File: src/rtl/serial_divider_pkg.sv
// Shared types and constants for the serial divider slice.
// Latency: n/a (declarations only).
// Backpressure: n/a.
package serial_divider_pkg;

    // Default divisor/quotient/remainder width; dividend is twice this.
    localparam int unsigned DEF_N = 4;

    // Control FSM encoding.
    typedef enum logic [1:0] {
        S_IDLE = 2'd0,
        S_CALC = 2'd1,
        S_DONE = 2'd2
    } state_t;

endpackage

File: src/rtl/serial_divider_if.sv
// Operand/result bundle between a requester and the serial divider.
// Latency: n/a (wiring only).
// Backpressure: start is only honoured while busy is low; no queueing.
interface serial_divider_if
    import serial_divider_pkg::*;
#(
    parameter int N = DEF_N
);
    logic           start;
    logic [2*N-1:0] dividend;
    logic [N-1:0]   divisor;
    logic [N-1:0]   quotient;
    logic [N-1:0]   remainder;
    logic           busy;
    logic           done;
    logic           ovf;
    logic           dbz;

    // Requester side: issues operands, observes results.
    modport master (
        output start, dividend, divisor,
        input  quotient, remainder, busy, done, ovf, dbz
    );

    // Divider side.
    modport slave (
        input  start, dividend, divisor,
        output quotient, remainder, busy, done, ovf, dbz
    );
endinterface

File: src/rtl/serial_divider_ripple_subtractor.sv
// (W)-bit ripple subtractor a - b built from full adders (b inverted, carry-in 1).
// Latency: combinational.
// Backpressure: none; cout_o=1 means a >= b (no borrow).
module full_adder (
    input  logic a_i,
    input  logic b_i,
    input  logic c_i,
    output logic s_o,
    output logic c_o
);
    assign s_o = a_i ^ b_i ^ c_i;
    assign c_o = (a_i & b_i) | (c_i & (a_i ^ b_i));
endmodule

module ripple_subtractor #(
    parameter int W = 5
) (
    input  logic [W-1:0] a_i,
    input  logic [W-1:0] b_i,
    output logic [W-1:0] diff_o,
    output logic         cout_o
);
    logic [W:0] carry;

    assign carry[0] = 1'b1;

    for (genvar i = 0; i < W; i++) begin : g_bit
        full_adder u_fa (
            .a_i (a_i[i]),
            .b_i (~b_i[i]),
            .c_i (carry[i]),
            .s_o (diff_o[i]),
            .c_o (carry[i+1])
        );
    end

    assign cout_o = carry[W];
endmodule

File: src/rtl/serial_divider.sv
// Restoring divider: 2N-bit dividend / N-bit divisor -> N-bit quotient and remainder.
// Latency: N+1 cycles start->done on the normal path, 1 cycle on overflow/divide-by-zero.
// Backpressure: start is ignored while busy (CALC/DONE); not queued.
module serial_divider
    import serial_divider_pkg::*;
#(
    parameter int N = DEF_N
) (
    input  logic             clk,
    input  logic             rst,
    serial_divider_if.slave  bus
);
    localparam int CW = (N > 1) ? $clog2(N) : 1;

    state_t         state_q, state_d;
    logic [N:0]     r_q, r_d;          // partial remainder
    logic [N-1:0]   q_q, q_d;          // dividend low half shifting out, quotient shifting in
    logic [N-1:0]   dvs_q, dvs_d;      // divisor captured at acceptance
    logic [CW-1:0]  cnt_q, cnt_d;
    logic [N-1:0]   quo_q, quo_d;
    logic [N-1:0]   rem_q, rem_d;
    logic           ovf_q, ovf_d;
    logic           dbz_q, dbz_d;

    logic [N:0]     shifted;
    logic [N:0]     trial;
    logic           trial_ok;

    // R cannot exceed the divisor, so dropping its top bit on the shift loses nothing.
    assign shifted = {r_q[N-1:0], q_q[N-1]};

    ripple_subtractor #(.W(N+1)) u_sub (
        .a_i    (shifted),
        .b_i    ({1'b0, dvs_q}),
        .diff_o (trial),
        .cout_o (trial_ok)
    );

    // Next-state and datapath updates for the IDLE/CALC/DONE controller.
    always_comb begin
        state_d = state_q;
        r_d     = r_q;
        q_d     = q_q;
        dvs_d   = dvs_q;
        cnt_d   = cnt_q;
        quo_d   = quo_q;
        rem_d   = rem_q;
        ovf_d   = ovf_q;
        dbz_d   = dbz_q;
        case (state_q)
            S_IDLE: begin
                if (bus.start) begin
                    ovf_d = 1'b0;
                    dbz_d = 1'b0;
                    dvs_d = bus.divisor;
                    if (bus.divisor == '0) begin
                        dbz_d   = 1'b1;
                        quo_d   = '1;
                        rem_d   = bus.dividend[N-1:0];
                        state_d = S_DONE;
                    end else if (bus.dividend[2*N-1:N] >= bus.divisor) begin
                        ovf_d   = 1'b1;
                        quo_d   = '1;
                        rem_d   = '0;
                        state_d = S_DONE;
                    end else begin
                        r_d     = {1'b0, bus.dividend[2*N-1:N]};
                        q_d     = bus.dividend[N-1:0];
                        cnt_d   = '0;
                        state_d = S_CALC;
                    end
                end
            end
            S_CALC: begin
                if (trial_ok) begin
                    r_d = trial;
                    q_d = {q_q[N-2:0], 1'b1};
                end else begin
                    r_d = shifted;
                    q_d = {q_q[N-2:0], 1'b0};
                end
                cnt_d = cnt_q + CW'(1);
                if (cnt_q == CW'(N-1)) begin
                    quo_d   = q_d;
                    rem_d   = r_d[N-1:0];
                    state_d = S_DONE;
                end
            end
            S_DONE:  state_d = S_IDLE;
            default: state_d = S_IDLE;
        endcase
    end

    // State and datapath registers; reset aborts any operation in flight.
    always_ff @(posedge clk) begin
        if (rst) begin
            state_q <= S_IDLE;
            r_q     <= '0;
            q_q     <= '0;
            dvs_q   <= '0;
            cnt_q   <= '0;
            quo_q   <= '0;
            rem_q   <= '0;
            ovf_q   <= 1'b0;
            dbz_q   <= 1'b0;
        end else begin
            state_q <= state_d;
            r_q     <= r_d;
            q_q     <= q_d;
            dvs_q   <= dvs_d;
            cnt_q   <= cnt_d;
            quo_q   <= quo_d;
            rem_q   <= rem_d;
            ovf_q   <= ovf_d;
            dbz_q   <= dbz_d;
        end
    end

    assign bus.quotient  = quo_q;
    assign bus.remainder = rem_q;
    assign bus.ovf       = ovf_q;
    assign bus.dbz       = dbz_q;
    assign bus.busy      = (state_q != S_IDLE);
    assign bus.done      = (state_q == S_DONE);

endmodule

File: src/flat_wrapper.sv
// flat-port wrapper written by rule: the top's interface ports become plain ports
module serial_divider_flat import serial_divider_pkg::*;
#(
    parameter int N = DEF_N
)
  (clk, rst, bus_start, bus_dividend, bus_divisor, bus_quotient, bus_remainder, bus_busy, bus_done, bus_ovf, bus_dbz);
  serial_divider_if #(.N(N)) bus_i ();
  input  logic clk;
  input  logic rst;
  input wire logic [$bits(bus_i.start)-1:0] bus_start;
  input wire logic [$bits(bus_i.dividend)-1:0] bus_dividend;
  input wire logic [$bits(bus_i.divisor)-1:0] bus_divisor;
  output wire logic [$bits(bus_i.quotient)-1:0] bus_quotient;
  output wire logic [$bits(bus_i.remainder)-1:0] bus_remainder;
  output wire logic [$bits(bus_i.busy)-1:0] bus_busy;
  output wire logic [$bits(bus_i.done)-1:0] bus_done;
  output wire logic [$bits(bus_i.ovf)-1:0] bus_ovf;
  output wire logic [$bits(bus_i.dbz)-1:0] bus_dbz;
  assign bus_i.start = bus_start;
  assign bus_i.dividend = bus_dividend;
  assign bus_i.divisor = bus_divisor;
  assign bus_quotient = bus_i.quotient;
  assign bus_remainder = bus_i.remainder;
  assign bus_busy = bus_i.busy;
  assign bus_done = bus_i.done;
  assign bus_ovf = bus_i.ovf;
  assign bus_dbz = bus_i.dbz;
  serial_divider #(.N(N)) u_core (.clk(clk), .rst(rst), .bus(bus_i));
endmodule
File: config.mk
export PLATFORM = sky130hd
export DESIGN_NAME = serial_divider_flat
export DESIGN_NICKNAME = d
export VERILOG_FILES = /design/src/rtl/serial_divider_pkg.sv /design/src/rtl/serial_divider_if.sv /design/src/rtl/serial_divider_ripple_subtractor.sv /design/src/rtl/serial_divider.sv /design/src/flat_wrapper.sv
export SDC_FILE = /design/constraint.sdc
export NUM_CORES = 1
export LEC_CHECK = 0
export ABC_AREA = 1
export CORE_ASPECT_RATIO = 1.2
export CORE_MARGIN = 2
export CORE_UTILIZATION = 50
export CTS_CLUSTER_DIAMETER = 120
export DETAILED_ROUTE_END_ITERATION = 12
export PLACE_DENSITY = 0.76
export SLEW_MARGIN = 20
export SYNTH_ARGS = -nofsm -noshare
export SYNTH_HDL_FRONTEND = slang
export SYNTH_HIERARCHICAL = 1
export SYNTH_SLANG_ARGS = --single-unit
File: constraint.sdc
create_clock -name clk -period 4.4 [get_ports clk]
set_clock_uncertainty 0.1 [all_clocks]
set_input_delay 0.88 -clock clk [delete_from_list [all_inputs] [get_ports clk]]
set_output_delay 0.88 -clock clk [all_outputs]
set_load 0.005 [all_outputs]
==> impl_metrics.ini <==
[global_routing]
grt_pass1_vias = 1314
grtUsageTotal = 0.2232
grt_first_pass_wirelength_um = 5844
overflow = 0
antenna_found_initial = 0
grt_max_degree = 23

[place]
port_buffers = 26
place.gp.congestion = 0.8668
dp_cells = 286
hpwlAfterDp_um = 2608

[critical_path]
worstPathRequired_ns = 4.56
startpoint = u_core/q_q[3]$_SDFFE_PP0P_
timing.rr.start = u_core/q_q[3]$_SDFFE_PP0P_
crit_arrival_ns = 3.60
critPathMaxStageDelay_ns = 0.45
path_class = register to register
cpLargestDelayFamily = adder cells
cp_common_cell = fa_1
cp_max_fo = 6
end_kind = register
cp_slowest_cell = fa_1
worst-r2r-cell-count = 12
crit_chain = fa_1 > fa_1 > fa_1 > fa_1 > fa_1 > inv_1 > nand2_1 > a21oi_1 > a21oi_1 > nand3_1 > nand2_1 > nor2_1
crit_buf_inv = 1
r2r_end = u_core/bus.remainder[3]$_SDFFE_PP0P_
start_kind = register
regToRegSetupSlack_ns = 0.96

[route]
wl_per_cell_um = 11.99
drt_iter0_markers = 49
route.detailed.drc = 0
viasPerCell = 5.031
ant_nets = 0
dr.pass1.iters = 4
via_count = 1454
finalWirelength_um = 3464

[clock_network]
cts_made_buffers = 3
insertion_delay_ns = 0.31
cts_root_buffer = clkbuf_4
cts_setup_buffers = 0
htree_levels = 1
cts.sinks = 26
clk_transition_reported_paths_ns = 0.14
cts_tree = yes
post_cts_resized = 0
postCtsHoldBufs = 0
clock_path_buffers = 2

[timing]
final_hold_viol_count = 0
rsz0062_at_grt = false
slew_headroom = 0.5750
setup-tns-final_ns = 0
fin_crit_sh = 0.7819
fmax_mhz = 290.7
fin_crit_ns = 3.441
slew_viol_final = 0
worst_pin_slew_ns = 0.6369
setup_viol_count_final = 0

[job]
maxCapViolations = 0

[cells_and_area]
nets = 280
drive_gt1_frac = 0.04348
fin_cells = 289
n_antenna_cell = 0
area_delta_synth_final_pct = 19.45

[worst_hold_path]
holdPathEnd = u_core/bus.quotient[3]$_SDFFE_PP0P_
hold_start = u_core/bus.quotient[3]$_SDFFE_PP0P_
holdCritPathClass = register to register
min_path_cells = 2

[logic_synthesis]
synth_warnings = 6
netlist_area_um2 = 1556
yosysSeqAreaShare = 0.3344
synth_cell_types = 21
synth-seq-cells = 26
syn_area_per_cell_um2 = 6.827
synth_cells = 228
syn_nets = 253

[power_and_ir_drop]
power_density_nw_per_um2 = 355.4
ir_drop_mv = 0.1985
leakage_uw = 0.0008930

[die]
die_area_um2 = 3577
placementRows = 22
start_util = 0.5140
die_h_um = 65.12
coreArea_um2 = 3028
die_w_um = 54.93
ios = 27

[run_status]
status = completed
worst min-delay path, delay by kind of cell (launching register included):
family / cells / cell delay (ns)
buffers and inverters: 1 / 0.04
AOI/OAI and AO/OA: 1 / 0.05
DFF: 1 / 0.33
report_power, final:
| group | switching, uW | total, uW | internal, uW | leakage [uW] |
|---|---|---|---|---|
| clock | 69.0 | 101 | 32.0 | 0.0000138 |
| sequential | 26.4 | 299 | 272 | 0.000215 |
| combinational | 148 | 261 | 113 | 0.000664 |
per-layer routing:
layer	up-vias	track usage	wire length (um)
li1	757	-	-
met2	48	0.3542	1652
met3	6	0.02500	161
met4	0	0.09756	69
met1	643	0.2991	1582
met5	-	0	0
through the flow:
step | area (um^2) | power, uW | setup slack, ns | hold slack [ns] | utilization
2_1_floorplan | 1556 | 476.0 | 1.321 | 0.3420 | -
3_3_place_gp | 1837 | 557.2 | 1.127 | 0.3317 | 0.6066
3_5_place_dp | 1837 | 562.2 | 1.064 | 0.3358 | 0.6066
4_1_cts | 1859 | 663.8 | 1.021 | 0.3556 | 0.6141
5_1_grt | 1859 | 719.9 | 0.7283 | 0.3756 | 0.6141
6_report | 1859 | 660.8 | 0.9594 | 0.3538 | 0.6141
registers in the layout, summed over array words and instances (netlist names):
| signal | cells |
|---|---|
| u_core/bus.dbz | 1 |
| u_core/bus.ovf | 1 |
| u_core/bus.quotient | 4 |
| u_core/bus.remainder | 4 |
| u_core/cnt_q | 2 |
| u_core/dvs_q | 4 |
| u_core/q_q | 4 |
| u_core/r_q | 4 |
| u_core/state_q | 2 |
synth_stat cells:
library cell	number	share of area
nor2_8	2	0.026
dfxtp_1	26	0.33
a21oi_1	20	0.064
inv_2	3	0.0072
a21o_1	3	0.014
nand2_1	47	0.11
buf_2	2	0.0064
inv_1	36	0.087
fa_1	5	0.064
nor2_1	41	0.099
nand4_1	7	0.028
nor2_4	2	0.014
buf_6	1	0.0072
o21bai_1	2	0.0096
clkbuf_1	1	0.0024
conb_1	2	0.0048
nand3_1	14	0.045
ha_1	5	0.040
inv_6	1	0.0056
o21ai_0	7	0.023
a31oi_1	1	0.0040
cell usage in the layout, fill, tap and decap left out, drive strengths merged:
| master | instances |
|---|---|
| o21ai | 7 |
| a31oi | 1 |
| fa | 5 |
| inv | 40 |
| o21bai | 2 |
| clkbuf | 3 |
| a21oi | 20 |
| conb | 2 |
| dfxtp | 26 |
| a21o | 3 |
| nand3 | 14 |
| nor2 | 45 |
| nand4 | 7 |
| clkdlybuf4s50 | 26 |
| ha | 5 |
| nand2 | 47 |
area by class of cell:
| class | count | area [um^2] |
|---|---|---|
| fillers | 294 | 1169 |
| multi-input cells | 158 | 855.8 |
| flip-flops and latches | 26 | 520.5 |
| repair buffers | 26 | 260.3 |
| inverters | 40 | 155.1 |
| well taps | 36 | 45.04 |
| clock buffers | 3 | 22.52 |
worst max-delay path by stage:
stage	endpoint	depth (start not counted)
finish	u_core/bus.remainder[3]$_SDFFE_PP0P_	12
floorplan	u_core/bus.remainder[1]$_SDFFE_PP0P_	12
CTS	u_core/bus.remainder[3]$_SDFFE_PP0P_	12
detailed placement	u_core/bus.remainder[3]$_SDFFE_PP0P_	12
global placement	u_core/bus.remainder[2]$_SDFFE_PP0P_	13
global route	u_core/bus.remainder[1]$_SDFFE_PP0P_	13
cell families after synthesis:
group                    after synthesis  synth area share
AO/OA/AOI/OAI                         33            0.1150
adder cells (fa/ha/maj)               10            0.1045
buffers and inverters                 44            0.1158
flip-flops                            26            0.3344
other                                  2          0.004825
AND/OR/NAND/NOR                      113            0.3256
No activity file was read; power rests on OpenSTA's default activity.
